`src/rtl/mem_arbiter_pkg.sv`:
```
// -----------------------------------------------------------------------------
// mem_arbiter_pkg
// Shared definitions for the single-port memory arbiter:
//   - read tag encoding (which core channel owns an outstanding read)
//   - grant select encoding used by the arbitration logic
// -----------------------------------------------------------------------------
package mem_arbiter_pkg;

  // Owner of an outstanding read, stored in the in-order tag queue.
  localparam logic TAG_FETCH = 1'b0;
  localparam logic TAG_DATA  = 1'b1;

  // Which channel, if any, drives the memory request this cycle.
  typedef enum logic [1:0] {
    GNT_NONE = 2'd0,
    GNT_WR   = 2'd1,
    GNT_RD   = 2'd2,
    GNT_IF   = 2'd3
  } gnt_e;

endpackage : mem_arbiter_pkg

```
`src/rtl/mem_arbiter_tag_fifo.sv`:
```
// -----------------------------------------------------------------------------
// tag_fifo
// Small synchronous FIFO, 1 bit wide, holding the owner tag of every read that
// memory has accepted but not yet answered. The head is presented
// combinationally so a response can be routed in the same cycle it arrives.
//
// Ports:
//   clk     in   clock
//   resetb  in   synchronous active-low reset (clears pointers and count)
//   push    in   write din at the tail (caller guarantees not full)
//   pop     in   drop the head entry (caller guarantees not empty)
//   din     in   tag to push
//   dout    out  tag at the head
//   count   out  number of stored tags, $clog2(DEPTH)+1 bits
//   full    out  count == DEPTH
//   empty   out  count == 0
// -----------------------------------------------------------------------------
module tag_fifo #(
  parameter int DEPTH = 2
) (
  input  logic                     clk,
  input  logic                     resetb,
  input  logic                     push,
  input  logic                     pop,
  input  logic                     din,
  output logic                     dout,
  output logic [$clog2(DEPTH):0]   count,
  output logic                     full,
  output logic                     empty
);

  localparam int CW = $clog2(DEPTH) + 1;
  // A depth of 1 still needs a 1-bit pointer; it simply never leaves 0.
  localparam int PW = (DEPTH > 1) ? $clog2(DEPTH) : 1;
  localparam logic [PW-1:0] PTR_LAST  = PW'(DEPTH - 1);
  localparam logic [CW-1:0] COUNT_MAX = CW'(DEPTH);

  logic          r_mem [DEPTH];
  logic [PW-1:0] r_wr_ptr;
  logic [PW-1:0] r_rd_ptr;
  logic [CW-1:0] r_count;

  // Storage has no reset: stale entries are unreachable once pointers clear.
  always_ff @(posedge clk) begin
    if (push) begin
      r_mem[r_wr_ptr] <= din;
    end
  end

  always_ff @(posedge clk) begin
    if (!resetb) begin
      r_wr_ptr <= '0;
      r_rd_ptr <= '0;
      r_count  <= '0;
    end else begin
      if (push) begin
        r_wr_ptr <= (r_wr_ptr == PTR_LAST) ? '0 : r_wr_ptr + 1'b1;
      end
      if (pop) begin
        r_rd_ptr <= (r_rd_ptr == PTR_LAST) ? '0 : r_rd_ptr + 1'b1;
      end
      case ({push, pop})
        2'b10:   r_count <= r_count + 1'b1;
        2'b01:   r_count <= r_count - 1'b1;
        default: r_count <= r_count;
      endcase
    end
  end

  // Head read is asynchronous on purpose: response routing adds no latency.
  assign dout  = r_mem[r_rd_ptr];
  assign count = r_count;
  assign full  = (r_count == COUNT_MAX);
  assign empty = (r_count == '0);

endmodule : tag_fifo

```
`src/rtl/mem_arbiter.sv`:
```
// -----------------------------------------------------------------------------
// mem_arbiter
// Shares one single-port memory between a core's instruction-fetch, data-read
// and data-write channels. At most one transfer is granted per cycle
// (write > data read > fetch, except when a waiting fetch has been passed over
// STARVE_LIMIT times in a row). Outstanding reads are tracked with an in-order
// tag queue so each response is routed back to the channel that issued it.
//
// Ports:
//   clk, resetb                      clock, synchronous active-low reset
//   imem_ready/valid/addr            fetch request / accept / address
//   imem_rresp/rdata                 fetch response
//   dmem_rready/rvalid/raddr         load request / accept / address
//   dmem_rresp/rdata                 load response
//   dmem_wready/wvalid/waddr/wdata/wstrb   store request / accept / payload
//   mem_ready/valid                  memory request / memory accepts
//   mem_we/addr/wdata/wstrb          memory request payload
//   mem_rresp/rdata                  in-order memory read response
//   err_unexp                        sticky: response with no read outstanding
// -----------------------------------------------------------------------------
module mem_arbiter #(
  parameter int OUTSTANDING  = 2,
  parameter int STARVE_LIMIT = 4,
  parameter int AW           = 32
) (
  input  logic          clk,
  input  logic          resetb,
  input  logic          imem_ready,
  output logic          imem_valid,
  input  logic [AW-1:0] imem_addr,
  output logic          imem_rresp,
  output logic [31:0]   imem_rdata,
  input  logic          dmem_rready,
  output logic          dmem_rvalid,
  input  logic [AW-1:0] dmem_raddr,
  output logic          dmem_rresp,
  output logic [31:0]   dmem_rdata,
  input  logic          dmem_wready,
  output logic          dmem_wvalid,
  input  logic [AW-1:0] dmem_waddr,
  input  logic [31:0]   dmem_wdata,
  input  logic [3:0]    dmem_wstrb,
  output logic          mem_ready,
  input  logic          mem_valid,
  output logic          mem_we,
  output logic [AW-1:0] mem_addr,
  output logic [31:0]   mem_wdata,
  output logic [3:0]    mem_wstrb,
  input  logic          mem_rresp,
  input  logic [31:0]   mem_rdata,
  output logic          err_unexp
);

  import mem_arbiter_pkg::*;

  localparam int CW  = $clog2(OUTSTANDING) + 1;
  localparam int SCW = (STARVE_LIMIT > 0) ? $clog2(STARVE_LIMIT + 1) : 1;
  localparam logic [CW-1:0]  TAG_MAX    = CW'(OUTSTANDING);
  localparam logic [SCW-1:0] STARVE_MAX = SCW'(STARVE_LIMIT);

  logic [CW-1:0]  w_tag_count;
  logic           w_tag_full;
  logic           w_tag_empty;
  logic           w_tag_head;
  logic           w_push;
  logic           w_push_tag;
  logic           w_pop;
  logic           w_accept;
  logic           w_rd_room;
  logic           w_wr_elig;
  logic           w_rd_elig;
  logic           w_if_elig;
  logic           w_starved;
  gnt_e           w_gnt;
  logic [SCW-1:0] r_starve_cnt;
  logic           r_err_unexp;

  // full duplicates the count compare below; kept on the FIFO for reuse.
  logic w_unused_full;
  assign w_unused_full = w_tag_full;

  // ---------------------------------------------------------------------------
  // Eligibility and grant. Read room is judged on the registered count only,
  // so a response popping this cycle cannot open a slot (no rresp->ready path).
  // ---------------------------------------------------------------------------
  assign w_rd_room = (w_tag_count < TAG_MAX);
  assign w_wr_elig = dmem_wready;
  assign w_rd_elig = dmem_rready && w_rd_room;
  assign w_if_elig = imem_ready && w_rd_room;
  assign w_starved = (STARVE_LIMIT != 0) && (r_starve_cnt == STARVE_MAX) && w_if_elig;

  always_comb begin
    w_gnt = GNT_NONE;
    if (!resetb) begin
      w_gnt = GNT_NONE;
    end else if (w_starved) begin
      w_gnt = GNT_IF;
    end else if (w_wr_elig) begin
      w_gnt = GNT_WR;
    end else if (w_rd_elig) begin
      w_gnt = GNT_RD;
    end else if (w_if_elig) begin
      w_gnt = GNT_IF;
    end
  end

  assign mem_ready = (w_gnt != GNT_NONE);
  assign w_accept  = mem_ready && mem_valid;

  always_comb begin
    mem_we      = 1'b0;
    mem_addr    = '0;
    mem_wdata   = '0;
    mem_wstrb   = '0;
    imem_valid  = 1'b0;
    dmem_rvalid = 1'b0;
    dmem_wvalid = 1'b0;
    w_push      = 1'b0;
    w_push_tag  = TAG_FETCH;
    case (w_gnt)
      GNT_WR: begin
        mem_we      = 1'b1;
        mem_addr    = dmem_waddr;
        mem_wdata   = dmem_wdata;
        mem_wstrb   = dmem_wstrb;
        dmem_wvalid = mem_valid;
      end
      GNT_RD: begin
        mem_addr    = dmem_raddr;
        dmem_rvalid = mem_valid;
        w_push      = mem_valid;
        w_push_tag  = TAG_DATA;
      end
      GNT_IF: begin
        mem_addr    = imem_addr;
        imem_valid  = mem_valid;
        w_push      = mem_valid;
        w_push_tag  = TAG_FETCH;
      end
      default: begin
      end
    endcase
  end

  // ---------------------------------------------------------------------------
  // Response routing: pop only with a live entry; responses during reset or
  // with an empty queue are dropped (the latter flags err_unexp).
  // ---------------------------------------------------------------------------
  assign w_pop      = resetb && mem_rresp && !w_tag_empty;
  assign imem_rresp = w_pop && (w_tag_head == TAG_FETCH);
  assign dmem_rresp = w_pop && (w_tag_head == TAG_DATA);
  assign imem_rdata = mem_rdata;
  assign dmem_rdata = mem_rdata;
  assign err_unexp  = r_err_unexp;

  tag_fifo #(
    .DEPTH (OUTSTANDING)
  ) u_tag_fifo (
    .clk    (clk),
    .resetb (resetb),
    .push   (w_push),
    .pop    (w_pop),
    .din    (w_push_tag),
    .dout   (w_tag_head),
    .count  (w_tag_count),
    .full   (w_tag_full),
    .empty  (w_tag_empty)
  );

  // Counts consecutive data transfers taken while a fetch is waiting.
  always_ff @(posedge clk) begin
    if (!resetb) begin
      r_starve_cnt <= '0;
    end else if (!imem_ready) begin
      r_starve_cnt <= '0;
    end else if (w_accept && (w_gnt == GNT_IF)) begin
      r_starve_cnt <= '0;
    end else if (w_accept && ((w_gnt == GNT_WR) || (w_gnt == GNT_RD)) &&
                 (r_starve_cnt != STARVE_MAX)) begin
      r_starve_cnt <= r_starve_cnt + 1'b1;
    end
  end

  always_ff @(posedge clk) begin
    if (!resetb) begin
      r_err_unexp <= 1'b0;
    end else if (mem_rresp && w_tag_empty) begin
      r_err_unexp <= 1'b1;
    end
  end

endmodule : mem_arbiter
```
`config.mk`:
```
export PLATFORM = sky130hd
export DESIGN_NAME = mem_arbiter
export DESIGN_NICKNAME = d
export VERILOG_FILES = /design/src/rtl/mem_arbiter_pkg.sv /design/src/rtl/mem_arbiter_tag_fifo.sv /design/src/rtl/mem_arbiter.sv
export SDC_FILE = /design/constraint.sdc
export NUM_CORES = 1
export LEC_CHECK = 0
export BUFFER_PORTS_ARGS = -buffer_cell sky130_fd_sc_hd__buf_2
export CORE_AREA = 2 2 122 124
export DETAILED_ROUTE_END_ITERATION = 8
export DIE_AREA = 0 0 124 126
export GPL_TIMING_DRIVEN = 0
export HOLD_SLACK_MARGIN = 0.1
export PLACE_DENSITY = 0.46
export SLEW_MARGIN = 20
export SYNTH_ARGS = -nofsm -noshare
export SYNTH_HDL_FRONTEND = slang
export SYNTH_HIERARCHICAL = 1
export SYNTH_SLANG_ARGS = --single-unit
```
`constraint.sdc`:
```
create_clock -name clk -period 2.7 [get_ports clk]
set_input_delay 0.27 -clock clk [delete_from_list [all_inputs] [get_ports clk]]
set_output_delay 0.27 -clock clk [all_outputs]
set_load 0.005 [all_outputs]
```
==> results.yml <==
outcome:
  status: "finished clean"
timing:
  whs_ns: 0.303
  setup_viol: 0
  slew_headroom_pct: 66.1
  max_freq_mhz: 386
  worstMarginPinSlew_ns: 0.508
  hold_viol_final: 0
  timing.final.crit_share_pct: 96.0
  slew_viol_final: 0
  clock_skew_ns: 0.00520
  fin_crit_ns: 2.59
setup_path:
  cp_max_fo: 10
  cp.arrival_ns: 2.32
  r2r-end: "u_tag_fifo/count[1]"
  r2r_slack_ns: 0.19
  reg2reg_depth: 12
  reg2reg_from: "r_starve_cnt[0]"
  crit_path_end_kind: "output port"
  start_kind: "flop"
  path_class: "reg2out"
  required_ns: 2.43
finish:
  antennaDiodeCount: 0
  syn_to_final_growth_pct: 96.9
  final_nets: 718
  instances_no_fill: 723
  layout-drive-gt1-share_pct: 69.8
place:
  placed_cells: 716
  dp_hpwl_mm: 8.99
  port-buffer-count: 278
  gp_congestion: 0.770
logic_synthesis:
  syn_avg_cell_area_sq_um: 7.42
  synthCells: 254
  syn_nets: 432
  syn_area_sq_um: 1890
  synth_warnings: 6
detailed_routing:
  wl_per_cell_um: 14.4
  finalWirelength_mm: 10.4
  drt-met1-wl_mm: 3.70
  wl_met3_um: 927
  via_count: 2954
  drtPass1Iterations: 8
  drc: 0
  top_layer: "met4"
  wl_met2_mm: 5.72
  final_antenna_net_count: 0
  drt_iter0_drc: 175
  via_per_inst: 4.09
cts:
  clock_path_buffers: 2
  hold_buffers: 0
  numCtsBuffers: 3
  root_buffer: "clkbuf_16"
  h-tree-depth: 1
  clk_latency_ns: 0.24
  cts.sinks: 11
  cts_tree: "yes"
  clk_pin_slew_worst_paths_ns: 0.04
die:
  die_w_um: 124
  die_area_sq_um: 15600
  core_area_sq_um: 14300
  initial_utilization_pct: 13.2
  rows: 44
  dieHeight_um: 126
  io_pins: 311
global_route:
  grtUsageTotal_pct: 11.8
  grt_max_degree: 12
  grt_pass1_vias: 2945
  grt_remaining_overflow: 0
  antenna_found_initial: 0
  grt_pass1_wl_mm: 14.2
worst_hold_path:
  worstHoldStart: "mem_rresp"
  hold_path_depth: 3
  whs_endpoint: "err_unexp"
  hold_path.class: "in2reg"
flow_run:
  drv_cap: 0
pwr:
  power.leakage_nw: 2.12
  peakVddDrop_mv: 0.186
  power.density_nw_per_um2: 261
## cells in the final DEF (no fill, tap or decap), types with 2 or more instances in the layout
| cell type | count |
|---|---|
| buf_2 | 282 |
| buf_4 | 68 |
| and2_1 | 45 |
| nor2_1 | 35 |
| a222oi_1 | 32 |
| dfxtp_1 | 7 |
| nor2b_1 | 4 |
| clkbuf_2 | 4 |
| a21oi_1 | 4 |
| o21ai_1 | 3 |
| inv_1 | 3 |
| dlygate4sd1_1 | 3 |
| clkbuf_1 | 3 |
| ha_4 | 3 |
| ha_1 | 3 |
| clkbuf_16 | 3 |
| inv_2 | 2 |
| buf_6 | 2 |
| clkbuf_8 | 2 |
| o21a_1 | 2 |
| nand2_1 | 2 |
| nand3_1 | 2 |
| or3_1 | 2 |
| dfxtp_2 | 2 |
| xnor2_1 | 2 |
| edfxtp_1 | 2 |
## area by class of cell
cell class,count,area [sq um]
Sequential cell,11,243
Inverter,5,18.8
Multi-Input combinational cell,156,1120
Buffer,80,593
Tap cell,184,230
Fill cell,1585,10600
Timing Repair Buffer,283,1430
Clock buffer,4,78.8
## what timing repair did
item | in CTS | in global routing
buffers inserted | 3 | 2
resized for setup | 26 | 18
pin swaps | 6 | 8
setup endpoints to repair | 71 | 31
## where the power goes
part	internal (mW)	total (mW)	switching, mW
clock	0.198	0.272	0.0740
sequential	0.176	0.181	0.00490
combinational	0.295	0.517	0.222
## state kept, by name (all words and copies together) (netlist names), named ones only
signal               count
err_unexp                1
u_tag_fifo/r_rd_ptr      1
u_tag_fifo/r_wr_ptr      1
r_starve_cnt             3
u_tag_fifo/r_mem         2
u_tag_fifo/count         2
## through the flow
| step | TNS, ns | util (%) | total power, mW | worst slack (ns) | area (sq um) |
|---|---|---|---|---|---|
| CTS | -0.00850 | 25.8 | 0.983 | -0.00850 | 3690 |
| global route | -0.00530 | 25.9 | 1.04 | -0.00347 | 3710 |
| finish | 0 | 25.9 | 0.970 | 0.107 | 3710 |
| detailed placement | -10.42 | 24.5 | 0.688 | -0.525 | 3510 |
| global placement | -7.41 | 24.5 | 0.683 | -0.417 | 3510 |
| floorplan | 0 | - | 0.422 | 0.163 | 1890 |
## per-layer routing
layer | up-vias | global-route usage (%)
met3 | 6 | 1.36
li1 | 1410 | -
met4 | 0 | 1.26
met5 | - | 0
met2 | 200 | 25.1
met1 | 1338 | 12.3
## worst max-delay path, cell delays in order (launching register included)
cell and delay, ns:
dfxtp_2 0.34, inv_2 0.05, ha_4 0.17, nand2_4 0.07
a21boi_2 0.06, o21a_2 0.26, ha_4 0.20, buf_4 0.14
clkbuf_2 0.19, a222oi_1 0.38, nor2_1 0.08, buf_2 0.14
## worst max path at each step
stage	endpoint	cells past startpoint	start	slack, ns
after floorplan	u_tag_fifo/count[1]	13	r_starve_cnt[0]	0.16
after global routing	mem_wdata[25]	10	r_starve_cnt[1]	-0.003
after detailed placement	mem_wdata[25]	10	r_starve_cnt[0]	-0.52
final	mem_addr[19]	11	r_starve_cnt[0]	0.11
after CTS	u_tag_fifo/count[1]	12	r_starve_cnt[0]	-0.008
after global placement	mem_wdata[25]	10	r_starve_cnt[0]	-0.42
(Power assumes the default switching activity.)
